`src/rtl/recent_list_reporter_if.sv`:
```
// Record stream from the reporter toward the host/statistics side.
// The master drives the record and its valid; the slave returns ready.
interface recent_list_reporter_if #(
    parameter int DATA_W = 8
);
    logic [DATA_W-1:0] m_data_out;
    logic              m_hit_out;
    logic [1:0]        m_idx_out;
    logic              m_valid_out;
    logic              m_ready_in;

    modport master (
        output m_data_out,
        output m_hit_out,
        output m_idx_out,
        output m_valid_out,
        input  m_ready_in
    );

    modport slave (
        input  m_data_out,
        input  m_hit_out,
        input  m_idx_out,
        input  m_valid_out,
        output m_ready_in
    );
endinterface

```
`src/rtl/recent_list_reporter.sv`:
```
// Purpose: turns each change of the recent list's front entry into a {value, hit, idx} record, buffered in a FIFO.
// Latency: record visible one cycle after the event edge. Backpressure: FIFO absorbs stalls; pushes into a full FIFO without a pop are dropped.
// Optional: REPORTER_DROP_CNT_EN adds the saturating drop counter; otherwise drop_cnt_out reads 0.

module rlr_fifo #(
    parameter int W     = 11,
    parameter int DEPTH = 4
) (
    input  logic         clk_i,
    input  logic         rst_n_i,
    input  logic         clr_i,
    input  logic         wr_i,
    input  logic [W-1:0] wr_dat_i,
    input  logic         rd_i,
    output logic [W-1:0] rd_dat_o,
    output logic         empty_o,
    output logic         full_o
);
    localparam int AW = $clog2(DEPTH);

    logic [AW:0]  wr_ptr_q, wr_ptr_d;
    logic [AW:0]  rd_ptr_q, rd_ptr_d;
    logic [W-1:0] mem_q [DEPTH];
    logic         wr_ok, rd_ok;

    assign empty_o  = (wr_ptr_q == rd_ptr_q);
    assign full_o   = ((wr_ptr_q ^ rd_ptr_q) == {1'b1, {AW{1'b0}}});
    assign rd_ok    = rd_i && !empty_o;
    // A full FIFO still takes a write when the head leaves in the same cycle.
    assign wr_ok    = wr_i && (!full_o || rd_ok);
    assign rd_dat_o = empty_o ? '0 : mem_q[rd_ptr_q[AW-1:0]];

    always_comb begin
        wr_ptr_d = wr_ptr_q;
        rd_ptr_d = rd_ptr_q;
        if (clr_i) begin
            wr_ptr_d = '0;
            rd_ptr_d = '0;
        end else begin
            if (wr_ok) wr_ptr_d = wr_ptr_q + 1'b1;
            if (rd_ok) rd_ptr_d = rd_ptr_q + 1'b1;
        end
    end

    always_ff @(posedge clk_i or negedge rst_n_i) begin
        if (!rst_n_i) begin
            wr_ptr_q <= '0;
            rd_ptr_q <= '0;
        end else begin
            wr_ptr_q <= wr_ptr_d;
            rd_ptr_q <= rd_ptr_d;
        end
    end

    always_ff @(posedge clk_i) begin
        if (wr_ok && !clr_i) mem_q[wr_ptr_q[AW-1:0]] <= wr_dat_i;
    end
endmodule

module recent_list_reporter #(
    parameter int DATA_W     = 8,
    parameter int FIFO_DEPTH = 4,
    parameter int CNT_W      = 8
) (
    input  logic                   clk_in,
    input  logic                   reset_n_in,
    input  logic                   clr_in,
    input  logic [DATA_W-1:0]      in_0,
    input  logic [DATA_W-1:0]      in_1,
    input  logic [DATA_W-1:0]      in_2,
    input  logic [DATA_W-1:0]      in_3,
    input  logic                   in_valid_0,
    input  logic                   in_valid_1,
    input  logic                   in_valid_2,
    input  logic                   in_valid_3,
    recent_list_reporter_if.master m_if,
    output logic [CNT_W-1:0]       drop_cnt_out,
    output logic                   overflow_out
);
    typedef struct packed {
        logic [DATA_W-1:0] data;
        logic              hit;
        logic [1:0]        idx;
    } rec_t;

    logic [DATA_W-1:0] cur_list [4];
    logic [3:0]        cur_vld;
    logic [DATA_W-1:0] prev_q [4];
    logic [DATA_W-1:0] prev_d [4];
    logic [3:0]        prev_vld_q, prev_vld_d;
    logic              overflow_q, overflow_d;

    logic       evt, hit, push, pop, drop, fifo_empty, fifo_full;
    logic [1:0] idx;
    rec_t       rec_in, rec_head;

    assign cur_list[0] = in_0;
    assign cur_list[1] = in_1;
    assign cur_list[2] = in_2;
    assign cur_list[3] = in_3;
    assign cur_vld     = {in_valid_3, in_valid_2, in_valid_1, in_valid_0};

    assign evt = in_valid_0 && (!prev_vld_q[0] || (in_0 != prev_q[0]));

    // Lowest matching previous index wins.
    always_comb begin
        hit = 1'b0;
        idx = 2'd0;
        if (prev_vld_q[1] && (prev_q[1] == in_0)) begin
            hit = 1'b1;
            idx = 2'd1;
        end else if (prev_vld_q[2] && (prev_q[2] == in_0)) begin
            hit = 1'b1;
            idx = 2'd2;
        end else if (prev_vld_q[3] && (prev_q[3] == in_0)) begin
            hit = 1'b1;
            idx = 2'd3;
        end
    end

    assign rec_in = '{data: in_0, hit: hit, idx: idx};
    assign push   = evt && !clr_in;
    assign pop    = m_if.m_valid_out && m_if.m_ready_in && !clr_in;
    assign drop   = push && fifo_full && !pop;

    rlr_fifo #(
        .W     ($bits(rec_t)),
        .DEPTH (FIFO_DEPTH)
    ) u_fifo (
        .clk_i    (clk_in),
        .rst_n_i  (reset_n_in),
        .clr_i    (clr_in),
        .wr_i     (push),
        .wr_dat_i (rec_in),
        .rd_i     (pop),
        .rd_dat_o (rec_head),
        .empty_o  (fifo_empty),
        .full_o   (fifo_full)
    );

    assign m_if.m_valid_out = !fifo_empty;
    assign m_if.m_data_out  = rec_head.data;
    assign m_if.m_hit_out   = rec_head.hit;
    assign m_if.m_idx_out   = rec_head.idx;

    always_comb begin
        for (int k = 0; k < 4; k++) begin
            prev_d[k] = clr_in ? '0 : cur_list[k];
        end
        prev_vld_d = clr_in ? 4'd0 : cur_vld;
        overflow_d = clr_in ? 1'b0 : (overflow_q || drop);
    end

    always_ff @(posedge clk_in or negedge reset_n_in) begin
        if (!reset_n_in) begin
            for (int k = 0; k < 4; k++) prev_q[k] <= '0;
            prev_vld_q <= 4'd0;
            overflow_q <= 1'b0;
        end else begin
            for (int k = 0; k < 4; k++) prev_q[k] <= prev_d[k];
            prev_vld_q <= prev_vld_d;
            overflow_q <= overflow_d;
        end
    end

    assign overflow_out = overflow_q;

`ifdef REPORTER_DROP_CNT_EN
    logic [CNT_W-1:0] drop_cnt_q, drop_cnt_d;

    always_comb begin
        drop_cnt_d = drop_cnt_q;
        if (clr_in) begin
            drop_cnt_d = '0;
        end else if (drop && (drop_cnt_q != {CNT_W{1'b1}})) begin
            drop_cnt_d = drop_cnt_q + 1'b1;
        end
    end

    always_ff @(posedge clk_in or negedge reset_n_in) begin
        if (!reset_n_in) drop_cnt_q <= '0;
        else             drop_cnt_q <= drop_cnt_d;
    end

    assign drop_cnt_out = drop_cnt_q;
`else
    assign drop_cnt_out = '0;
`endif
endmodule

```
`src/flat_wrapper.sv`:
```
// flat-port wrapper written by rule: the top's interface ports become plain ports
module recent_list_reporter_flat 
#(
    parameter int DATA_W     = 8,
    parameter int FIFO_DEPTH = 4,
    parameter int CNT_W      = 8
)
  (clk_in, reset_n_in, clr_in, in_0, in_1, in_2, in_3, in_valid_0, in_valid_1, in_valid_2, in_valid_3, drop_cnt_out, overflow_out, m_if_m_data_out, m_if_m_hit_out, m_if_m_idx_out, m_if_m_valid_out, m_if_m_ready_in);
  recent_list_reporter_if #(.DATA_W(DATA_W)) m_if_i ();
  input  logic clk_in;
  input  logic reset_n_in;
  input  logic clr_in;
  input  logic [DATA_W-1:0] in_0;
  input  logic [DATA_W-1:0] in_1;
  input  logic [DATA_W-1:0] in_2;
  input  logic [DATA_W-1:0] in_3;
  input  logic in_valid_0;
  input  logic in_valid_1;
  input  logic in_valid_2;
  input  logic in_valid_3;
  output logic [CNT_W-1:0] drop_cnt_out;
  output logic overflow_out;
  output wire logic [$bits(m_if_i.m_data_out)-1:0] m_if_m_data_out;
  output wire logic [$bits(m_if_i.m_hit_out)-1:0] m_if_m_hit_out;
  output wire logic [$bits(m_if_i.m_idx_out)-1:0] m_if_m_idx_out;
  output wire logic [$bits(m_if_i.m_valid_out)-1:0] m_if_m_valid_out;
  input wire logic [$bits(m_if_i.m_ready_in)-1:0] m_if_m_ready_in;
  assign m_if_m_data_out = m_if_i.m_data_out;
  assign m_if_m_hit_out = m_if_i.m_hit_out;
  assign m_if_m_idx_out = m_if_i.m_idx_out;
  assign m_if_m_valid_out = m_if_i.m_valid_out;
  assign m_if_i.m_ready_in = m_if_m_ready_in;
  recent_list_reporter #(.DATA_W(DATA_W), .FIFO_DEPTH(FIFO_DEPTH), .CNT_W(CNT_W)) u_core (.clk_in(clk_in), .reset_n_in(reset_n_in), .clr_in(clr_in), .in_0(in_0), .in_1(in_1), .in_2(in_2), .in_3(in_3), .in_valid_0(in_valid_0), .in_valid_1(in_valid_1), .in_valid_2(in_valid_2), .in_valid_3(in_valid_3), .m_if(m_if_i), .drop_cnt_out(drop_cnt_out), .overflow_out(overflow_out));
endmodule
```
`config.mk`:
```
export PLATFORM = sky130hd
export DESIGN_NAME = recent_list_reporter_flat
export DESIGN_NICKNAME = d
export VERILOG_FILES = /design/src/rtl/recent_list_reporter_if.sv /design/src/rtl/recent_list_reporter.sv /design/src/flat_wrapper.sv
export SDC_FILE = /design/constraint.sdc
export NUM_CORES = 1
export LEC_CHECK = 0
export ABC_AREA = 1
export BUFFER_PORTS_ARGS = -buffer_cell sky130_fd_sc_hd__buf_2
export CAP_MARGIN = 0
export CORE_MARGIN = 5
export CORE_UTILIZATION = 35
export CTS_BUF_LIST = sky130_fd_sc_hd__clkbuf_4
export CTS_CLUSTER_DIAMETER = 40
export DETAILED_ROUTE_END_ITERATION = 16
export PLACE_DENSITY = 0.57
export SLEW_MARGIN = 20
export SYNTH_ARGS = -nofsm -noshare
export SYNTH_HDL_FRONTEND = slang
export SYNTH_SLANG_ARGS = --single-unit
```
`constraint.sdc`:
```
create_clock -name clk_in -period 5.8 [get_ports clk_in]
set_input_delay 0.29 -clock clk_in [delete_from_list [all_inputs] [get_ports clk_in]]
set_output_delay 0.29 -clock clk_in [all_outputs]
set_load 0.1 [all_outputs]
```
==> run_results.csv, run 1 <==
group,metric,value,unit
status,status,"finished, final reports clean",
sta,rsz0062_at_grt,"no",
critical_path,cp_common_cell,"nand2_1",
logic_synthesis,synth_fa_ha_area_share,1.60,%
clock_tree,cts_hold_buf,0,
min_path,worstHoldPathType,"primary input to asynchronous set/reset pin",
route,drc,0,
sta,slew_viol_final,0,
critical_path,crit_type,"register to output port",
final_layout,fin_cells,602,
floorplan,core,10900,um2
logic_synthesis,synth_compound_area_share,7.89,%
run,max-cap-violations,0,
floorplan,start_util,35.8,%
floorplan,die_x,116,um
route,avgViaCountPerCell,4.47,
sta,setup_tns,0,ps
grt,grt_use_met2,20.6,%
place,dp_cells,586,
sta,layout_setup_ws,2940,ps
critical_path,worstPathMaxFanout,25,
logic_synthesis,synthCells,409,
critical_path,crit_path_start,"u_core.u_fifo.rd_ptr_q[0]$_DFFE_PN0P_",
critical_path,slowest_stage,"dfrtp_1",
sta,fmax,350,MHz
place,hpwl,5670,um
logic_synthesis,synth_warnings,0,
critical_path,critPathTopFamily,"buffers and inverters",
sta,slew_headroom,35.1,%
logic_synthesis,synthMuxAreaShare,0,%
logic_synthesis,ys_ff_latch,87,
critical_path,r2r_slack,3010,ps
place,place_area,4250,um2
floorplan,rows,38,
clock_tree,cts_setup_buffers,0,
route,wl,7890,um
clock_tree,clockBufferDepth,2,
route,first_pass_iters,4,
route,routedWlPerCell,13.1,um
critical_path,worst_r2r_endpoint,"u_core.u_fifo.mem_q[2][7]$_DFFE_PP_",
critical_path,critPathArrivalTime,2570,ps
final_layout,drive_above_1_share,16.0,%
route,num_vias,2688,
grt,top_usage_layer,"met2",
final_layout,multiInputGateArea,1130,um2
route,ant_nets,0,
power_and_ir_drop,max-vdd-ir-drop,0.000231,V
logic_synthesis,synth_simple_gate_area_share,15.9,%
sta,worst_slew_pin_slew,970,ps
final_layout,seqCellArea,2400,um2
floorplan,die_h,116,um
clock_tree,cts-root-buf,"clkbuf_4",
critical_path,reg2regPathDepth,7,
final_layout,fillers,1123,
sta,finClkSkew,24.4,ps
power_and_ir_drop,power_per_cell_area,347,nW/um2
grt,antenna_found_initial,0,
critical_path,path_cells,"inv_2, nand2_1, nand2_1, nor2_4, nand2_2, nand2_1, inv_1, buf_2",
place,dp_slack,2980,ps
place,port_buffers,52,
floorplan,io_pins,61,
grt,grtUsageMet1,16.6,%
grt,grt_util_met3,4.13,%
sta,timing.final.crit_share,49.3,%
logic_synthesis,netlist_area,3900,um2
clock_tree,cts_tree,"built",
grt,grt.overflow.total,0,
logic_synthesis,syn_avg_cell_area,9.54,um2
critical_path,worstReg2RegStart,"u_core.u_fifo.rd_ptr_q[0]$_DFFE_PN0P_",
final_layout,fin_area,4390,um2
clock_tree,clock_latency,430,ps
clock_tree,clock_sinks,87,
power_and_ir_drop,cellLeakagePower,2.13,nW
logic_synthesis,synth.distinct_cells,31,
grt,grt_pass1_wl,13200,um
clock_tree,clk_pin_slew,140,ps
sta,hold_violations,0,
critical_path,path_depth,8,
final_layout,diodes,0,
critical_path,cp-end-kind,"output port",
logic_synthesis,synth_top_family_by_area,"simple AND/OR/NAND/NOR gates",
clock_tree,numCtsBuffers,9,
critical_path,critPathCapture,"m_if_m_data_out[3]",
sta,setup_viol,0,
grt,grtUsageTotal,12.8,%
grt,grt_pass1_vias,2758,
critical_path,critPathRequiredTime,5510,ps
place,gp_congestion,0.774,
floorplan,die_area,13400,um2
logic_synthesis,ys_seq_area_share,61.4,%
critical_path,cp-start-kind,"register",
critical_path,crit_path_max_incr_delay,670,ps
route,drtIter0Drc,97,
sta,min_period,2860,ps
final_layout,area_delta_synth_final,12.4,%
grt,grt_max_degree,44,
sta,holdWs,3.52,ps
critical_path,path_buf_inv,3,
clock_tree,htreeDepth,3,
logic_synthesis,synth_xor_area_share,2.92,%
final_layout,nNetsFinal,502,
clock_tree,post_cts_resized,0,
==> registers in the layout, summed over array words and instances (netlist names) <==
register                flops
u_core.prev_q              32
u_core.u_fifo.rd_ptr_q      3
u_core.u_fifo.wr_ptr_q      3
u_core.overflow_out         1
u_core.u_fifo.mem_q        44
u_core.prev_vld_q           4
==> metrics by stage <==
step	utilization, %	power [mW]
after floorplan	-	1.11
after global placement	39.0	1.19
after detailed placement	39.0	1.20
after CTS	40.3	1.54
after global routing	40.3	1.60
final	40.3	1.52
==> cell type report <==
cell class,count,area share (%)
Clock buffer,9,1.54
Clock inverter,7,1.60
Inverter,75,6.42
Multi-Input combinational cell,232,25.8
Sequential cell,87,54.7
Tap cell,140,3.99
Timing Repair Buffer,52,5.93
==> Yosys cell counts (all sizes together) <==
master   instances  area share [%]
conb             1           0.096
o22ai           15             2.4
xor2             9             2.0
and2             1            0.16
ha               5             1.6
xnor2            4            0.90
clkbuf          11             1.1
o211ai           2            0.51
buf             11             1.9
o21a             1            0.19
a21oi            4            0.51
nand4            3            0.48
a211oi           1            0.19
o2111ai          1            0.22
nand2b           1            0.16
dfrtp           43              28
nand2           57             5.6
nand3b           1            0.19
nand3            8             1.2
nor2            77             7.6
nor3             4            0.51
o21ai           30             3.8
inv             75             7.2
edfxtp          44              34
==> logic make-up (layout without fill, tap and decap cells) <==
family,after synthesis,count (layout)
buf+inv,97,143
other cells,1,8
simple gates,152,152
fa+ha+maj,5,5
compound gates,54,54
flops,87,87
xor+xnor,13,13
==> per-layer routing <==
metal	wire, um	vias up
met5	0	-
met1	3710	1243
met2	3600	73
met4	85	0
met3	496	8
li1	-	1364
==> power breakdown <==
group	internal (mW)	switching [mW]
logic	0.0844	0.390
registers	0.678	0.0259
clock network	0.132	0.212
==> how the worst min path moves through the flow <==
stage	start	endpoint	slack (ps)	cells past startpoint
after floorplan	reset_n_in	u_core.overflow_out$_DFF_PN0_	-6	0
after global placement	in_3[5]	u_core.prev_q[5]$_DFF_PN0_	490	3
after detailed placement	in_3[2]	u_core.prev_q[2]$_DFF_PN0_	500	3
after CTS	in_3[2]	u_core.prev_q[2]$_DFF_PN0_	20	3
after global routing	in_3[2]	u_core.prev_q[2]$_DFF_PN0_	8	3
final	reset_n_in	u_core.prev_q[7]$_DFF_PN0_	4	1
==> cell usage in the layout (no fill, tap or decap), types with 3 or more instances in the layout <==
| master | Yosys | final |
|---|---|---|
| nor2_1 | 76 | 76 |
| clkbuf_4 | 0 | 9 |
| o21ai_1 | 3 | 3 |
| nor3_1 | 4 | 4 |
| ha_1 | 5 | 5 |
| edfxtp_1 | 44 | 44 |
| nand2_1 | 55 | 55 |
| dfrtp_1 | 43 | 43 |
| o22ai_1 | 15 | 15 |
| buf_2 | 3 | 52 |
| inv_1 | 74 | 74 |
| xnor2_1 | 4 | 4 |
| a21oi_1 | 4 | 4 |
| conb_1 | 1 | 8 |
| xor2_1 | 9 | 9 |
| nand3_1 | 7 | 7 |
| o21ai_0 | 27 | 27 |
| nand4_1 | 3 | 3 |
No activity file was read; power rests on OpenSTA's default activity.
==> run 2, diff against run 1 <==
--- a/config.mk
+++ b/config.mk
@@ -5,7 +5,7 @@
 export SDC_FILE = /design/constraint.sdc
 export NUM_CORES = 1
 export LEC_CHECK = 0
-export ABC_AREA = 1
+export ABC_AREA = 0
 export BUFFER_PORTS_ARGS = -buffer_cell sky130_fd_sc_hd__buf_2
 export CAP_MARGIN = 0
 export CORE_MARGIN = 5
==> constraint.sdc (replaced) <==
create_clock -name clk_in -period 2.8 [get_ports clk_in]
set_input_delay 0.14 -clock clk_in [delete_from_list [all_inputs] [get_ports clk_in]]
set_output_delay 0.14 -clock clk_in [all_outputs]
set_load 0.1 [all_outputs]
==> run_results.csv, run 2 <==
group,metric,value,unit
logic_synthesis,synthFlopType,"edfxtp_1",
power_and_ir_drop,p_switching,1.08,mW
logic_synthesis,synthMuxAreaShare,7.00,%
clock_tree,clk_pin_slew,130,ps
final_layout,nNetsFinal,382,
floorplan,die_area,13100,um2
final_layout,area_delta_synth_final,19.8,%
grt,antenna_found_initial,0,
sta,rsz0062_at_grt,"no",
logic_synthesis,async_flop_share,49.4,%
logic_synthesis,syn_avg_cell_area,14.8,um2
final_layout,diodes,0,
critical_path,critPathArrivalTime,2170,ps
place,hpwl,4650,um
route,first_pass_iters,4,
floorplan,die_x,115,um
min_path,hold_start,"in_0[0]",
place,gp_congestion,0.754,
route,routedWlPerCell,13.8,um
logic_synthesis,ys_seq_area_share,62.7,%
route,ant_nets,0,
final_layout,final_common_cell,"buf_2",
clock_tree,clock_sinks,87,
min_path,worstHoldPathType,"primary input to register",
route,drtIter0Drc,71,
logic_synthesis,yosysMostFrequentCell,"edfxtp_1",
floorplan,die_h,115,um
clock_tree,cts_hold_buf,29,
final_layout,layout_common_cells,"buf_2, edfxtp_1, dfrtp_1, nor2b_1, dlygate4sd3_1",
critical_path,crit_type,"register to output port",
logic_synthesis,synth_simple_gate_area_share,12.6,%
critical_path,cp-start-kind,"register",
grt,grt_pass1_wl,11000,um
logic_synthesis,netlist_area,3820,um2
power_and_ir_drop,sequentialPowerShare,47.5,%
sta,holdWs,53.2,ps
logic_synthesis,synthTopCellsByCount,"edfxtp_1, dfrtp_1, nor2b_1, xnor2_1, and2_1",
logic_synthesis,synth_top_family_by_area,"simple AND/OR/NAND/NOR gates",
critical_path,worstReg2RegStart,"u_core.u_fifo.wr_ptr_q[0]$_DFFE_PN0P_",
status,status,"finished, final reports clean",
critical_path,worstPathMaxFanout,14,
logic_synthesis,synth_warnings,0,
critical_path,crit_path_start,"u_core.u_fifo.wr_ptr_q[0]$_DFFE_PN0P_",
logic_synthesis,synthCells,259,
sta,setup_tns,0,ps
logic_synthesis,synth_edf_count,44,
clock_tree,clockBufferDepth,2,
route,drc,0,
clock_tree,numCtsBuffers,9,
sta,min_period,2310,ps
sta,timing.final.crit_share,82.3,%
grt,grtUsageTotal,11.0,%
place,port_buffers,52,
power_and_ir_drop,p_int,1.91,mW
power_and_ir_drop,p_comb_share,29.5,%
logic_synthesis,synth_xor_area_share,10.2,%
final_layout,largest_reg_flops,44,
sta,finClkSkew,8.66,ps
route,avgViaCountPerCell,4.34,
sta,hold_violations,0,
sta,fmax,434,MHz
sta,worst_slew_pin_slew,754,ps
critical_path,cp-end-kind,"output port",
clock_tree,htreeDepth,3,
clock_tree,cts_setup_buffers,0,
logic_synthesis,synth_fa_ha_area_share,1.64,%
clock_tree,post_cts_resized,0,
final_layout,drive_above_1_share,26.0,%
sta,setup_viol,0,
clock_tree,cts-root-buf,"clkbuf_4",
route,num_vias,2092,
logic_synthesis,synth_compound_area_share,1.24,%
power_and_ir_drop,swShare,36.1,%
grt,grt_pass1_vias,2165,
power_and_ir_drop,p_clk_share,23.0,%
power_and_ir_drop,cellLeakagePower,1.83,nW
logic_synthesis,ys_ff_latch,87,
logic_synthesis,yosys-top-cells-area,"edfxtp_1, dfrtp_1, mux4_2, nor2b_1, xnor2_1",
route,wl,6670,um
logic_synthesis,synth.distinct_cells,33,
critical_path,critPathRequiredTime,2660,ps
logic_synthesis,post-synth-top-area-cell,"edfxtp_1",
grt,grt.overflow.total,0,
power_and_ir_drop,power_per_cell_area,652,nW/um2
grt,grt_max_degree,45,
logic_synthesis,yosys.area.top_type_share,34.6,%
floorplan,start_util,35.4,%
floorplan,io_pins,61,
final_layout,fillers,1011,
power_and_ir_drop,max-vdd-ir-drop,0.000435,V
floorplan,rows,38,
clock_tree,clock_latency,430,ps
sta,slew_headroom,49.1,%
floorplan,core,10800,um2
clock_tree,cts_tree,"built",
run,max-cap-violations,0,
sta,slew_viol_final,0,
-- run 2: cell families after synthesis --
kind of cell / after synthesis
flops: 87
mux: 13
simple gates: 82
other cells: 1
xor+xnor: 38
buf+inv: 28
compound gates: 5
fa+ha+maj: 5
-- run 2: worst paths after layout --
kind                                                         endpoint  slack [ps]  cells after the start
worst min-delay path                      u_core.prev_q[24]$_DFF_PN0_          50                      2
max in group asynchronous                  u_core.prev_q[6]$_DFF_PN0_        2200                      2
worst max-delay path                               m_if_m_data_out[1]         490                      4
worst min register to register  u_core.u_fifo.wr_ptr_q[2]$_DFFE_PN0P_         510                      1
min in group asynchronous       u_core.u_fifo.rd_ptr_q[1]$_DFFE_PN0P_         230                      2
worst max register to register    u_core.u_fifo.mem_q[2][8]$_DFFE_PP_         870                      4
-- run 2: layout make-up --
class	instances	area (um2)	area share [%]
Clock buffer	9	67.6	1.48
Clock inverter	7	73.8	1.61
Inverter	5	18.8	0.410
Multi-Input combinational cell	151	1280	27.9
Sequential cell	87	2400	52.4
Tap cell	140	175	3.83
Timing Repair Buffer	83	568	12.4
-- run 2: critical path, cell delays in order, from the launching register on --
cell	delay, ps
dfrtp_1	470
xnor2_1	290
nand3b_1	420
and2_1	290
buf_2	290
-- run 2: metrics by stage --
step / cell area, um2 / util [%] / cells / power [mW] / setup WS, ps
final: 4580 / 42.4 / 482 / 2.99 / 495
after global routing: 4580 / 42.4 / 482 / 3.15 / 204
after CTS: 4580 / 42.4 / 482 / 3.03 / 408
after detailed placement: 4140 / 38.4 / 437 / 2.31 / 707
after global placement: 4140 / 38.4 / 437 / 2.30 / 776
after floorplan: 3850 / - / 266 / 2.17 / 39.6
-- run 2: metal layers --
metal | wire length (um) | vias up | share of wire [%] | track usage (%)
li1 | - | 1021 | - | -
met1 | 2870 | 998 | 43 | 13.8
met2 | 3250 | 64 | 49 | 18.0
met3 | 454 | 9 | 6.8 | 3.44
met4 | 98 | 0 | 1.5 | 3.80
met5 | 0 | - | 0 | 0
-- run 2: power groups by stage --
| stage | Clock (mW) | Combinational [mW] | Sequential, mW |
|---|---|---|---|
| after floorplan | 0 | 0.723 | 1.45 |
| after global placement | 0 | 0.858 | 1.45 |
| after detailed placement | 0 | 0.865 | 1.45 |
| after CTS | 0.713 | 0.896 | 1.42 |
| after global routing | 0.780 | 0.941 | 1.43 |
| final | 0.686 | 0.882 | 1.42 |
==> run 3, diff against run 2 <==
--- a/config.mk
+++ b/config.mk
@@ -13,7 +13,7 @@
 export CTS_BUF_LIST = sky130_fd_sc_hd__clkbuf_4
 export CTS_CLUSTER_DIAMETER = 40
 export DETAILED_ROUTE_END_ITERATION = 16
-export PLACE_DENSITY = 0.57
+export PLACE_DENSITY = 0.59
 export SLEW_MARGIN = 20
 export SYNTH_ARGS = -nofsm -noshare
 export SYNTH_HDL_FRONTEND = slang
==> constraint.sdc (replaced) <==
create_clock -name clk_in -period 1.86 [get_ports clk_in]
set_input_delay 0.093 -clock clk_in [delete_from_list [all_inputs] [get_ports clk_in]]
set_output_delay 0.093 -clock clk_in [all_outputs]
set_load 0.1 [all_outputs]
==> run_results.csv, run 3 (synthesis results as in run 2) <==
group,metric,value,unit
status,status,"finished, violations left",
status,violations,"setup timing",
power_and_ir_drop,p_comb_share,36.9,%
critical_path,cp-end-kind,"output port",
clock_tree,cts_tree,"built",
clock_tree,clockBufferDepth,2,
critical_path,cp-start-kind,"register",
route,drtIter0Drc,45,
sta,setup_viol,12,
critical_path,critPathRequiredTime,1770,ps
power_and_ir_drop,swShare,33.5,%
place,place_area,4420,um2
sta,layout_setup_ws,-49.9,ps
power_and_ir_drop,p_clk_share,20.3,%
sta,slew_viol_final,0,
clock_tree,clock_sinks,87,
final_layout,fin_area,4980,um2
clock_tree,cts-root-buf,"clkbuf_4",
grt,grt_pass1_wl,11800,um
sta,slew_headroom,64.3,%
grt,grt_pass1_vias,2366,
power_and_ir_drop,max-vdd-ir-drop,0.000577,V
grt,grt_max_degree,44,
final_layout,area_delta_synth_final,30.3,%
final_layout,finish.utilization,46.2,%
final_layout,fillers,945,
critical_path,worstPathMaxFanout,6,
floorplan,io_pins,61,
final_layout,final_common_cell,"edfxtp_1",
critical_path,crit_type,"register to output port",
sta,timing.final.crit_share,103,%
critical_path,critPathArrivalTime,1820,ps
final_layout,nNetsFinal,399,
clock_tree,clock_latency,420,ps
power_and_ir_drop,p_int,3.33,mW
clock_tree,clk_pin_slew,110,ps
run,max-cap-violations,0,
route,wl,7030,um
final_layout,drive_above_1_share,32.9,%
route,num_vias,2167,
grt,grt.overflow.total,0,
sta,min_period,1910,ps
route,avgViaCountPerCell,4.34,
final_layout,largest_reg_flops,44,
sta,finClkSkew,17.1,ps
clock_tree,htreeDepth,3,
min_path,worstHoldPathType,"primary input to register",
place,port_buffers,52,
grt,antenna_found_initial,0,
place,hpwl,4850,um
final_layout,layout_common_cells,"edfxtp_1, dfrtp_1, buf_2, nor2b_1, dlygate4sd3_1",
route,drc,0,
power_and_ir_drop,sequentialPowerShare,42.8,%
sta,fmax,524,MHz
route,ant_nets,0,
clock_tree,numCtsBuffers,9,
sta,rsz0062_at_grt,"yes",
floorplan,core,10800,um2
floorplan,rows,38,
floorplan,die_x,115,um
sta,worst_slew_pin_slew,536,ps
power_and_ir_drop,power_per_cell_area,1010,nW/um2
place,gp_congestion,0.754,
floorplan,die_h,115,um
route,routedWlPerCell,14.1,um
grt,grtUsageTotal,12.0,%
floorplan,start_util,35.4,%
route,first_pass_iters,4,
final_layout,diodes,0,
power_and_ir_drop,p_switching,1.68,mW
power_and_ir_drop,cellLeakagePower,2.01,nW
floorplan,die_area,13100,um2
sta,hold_violations,0,
-- run 3: cell types whose count changed in the layout (fill, tap and decap cells not counted), sizes merged --
cell,before,now
dlygate4sd3,29,30
clkinvlp,5,1
buf,54,69
clkinv,1,3
clkbuf,9,12
-- run 3: power by group through the flow --
stage	combinational, mW	sequential [mW]	clock (mW)
finish	1.85	2.14	1.02
global route	1.94	2.16	1.14
CTS	1.87	2.15	1.06
detailed placement	1.63	2.18	0
global placement	1.62	2.18	0
floorplan	1.10	2.18	0
-- run 3: area by class of cell --
cell class | instances | area [um2] | area share [%]
sequential | 87 | 2400 | 48.1
multi-input combinational | 151 | 1330 | 26.8
timing repair buffer | 100 | 922 | 18.5
tap | 140 | 175 | 3.52
clock buffer | 11 | 82.6 | 1.66
clock inverter | 5 | 51.3 | 1.03
inverter | 5 | 18.8 | 0.377
-- run 3: timing repair --
item	CTS	global route
setup buffers	5	0
endpoints found under the setup margin	11	43
endpoints found under the hold margin	71	1
gates cloned	1	0
resized for setup	21	2
pin swaps	11	0
hold buffers	29	1
-- run 3: worst max-delay path: stages, from the launching register on --
cell       delay (ps)
dfrtp_2           430
clkbuf_16         170
mux4_2            490
and2_4            160
buf_12            160
-- run 3: path summary, 6_finish.rpt --
path / start / end / slack, ps / cells after the start
max: u_core.u_fifo.rd_ptr_q[0]$_DFFE_PN0P_ / m_if_m_idx_out[0] / -50 / 4
min: clr_in / u_core.u_fifo.rd_ptr_q[1]$_DFFE_PN0P_ / 50 / 2
max reg2reg: u_core.u_fifo.rd_ptr_q[0]$_DFFE_PN0P_ / u_core.u_fifo.mem_q[2][1]$_DFFE_PP_ / 110 / 6
min reg2reg: u_core.overflow_out$_DFF_PN0_ / u_core.overflow_out$_DFF_PN0_ / 510 / 2
max in group asynchronous: reset_n_in / u_core.u_fifo.rd_ptr_q[0]$_DFFE_PN0P_ / 1200 / 3
min in group asynchronous: reset_n_in / u_core.prev_q[15]$_DFF_PN0_ / 250 / 3
-- run 3: layer usage --
layer | global-route usage (%) | share of wire (%) | vias up
li1 | - | - | 1055
met4 | 3.33 | 1.0 | 0
met5 | 0 | 0 | -
met1 | 14.7 | 42 | 1050
met2 | 20.4 | 51 | 57
met3 | 3.65 | 5.5 | 5
-- run 3: through the flow --
step           setup TNS (ps)  hold slack [ps]  setup WS, ps  total power [mW]  cells
2_1_floorplan            -960             -203          -107              3.28    266
3_3_place_gp                0              195           162              3.80    447
3_5_place_dp                0              197           110              3.81    447
4_1_cts                 -1230             1.46          -131              5.08    498
5_1_grt                 -1690             13.3          -150              5.24    499
6_report                 -402             46.1         -49.9              5.01    499
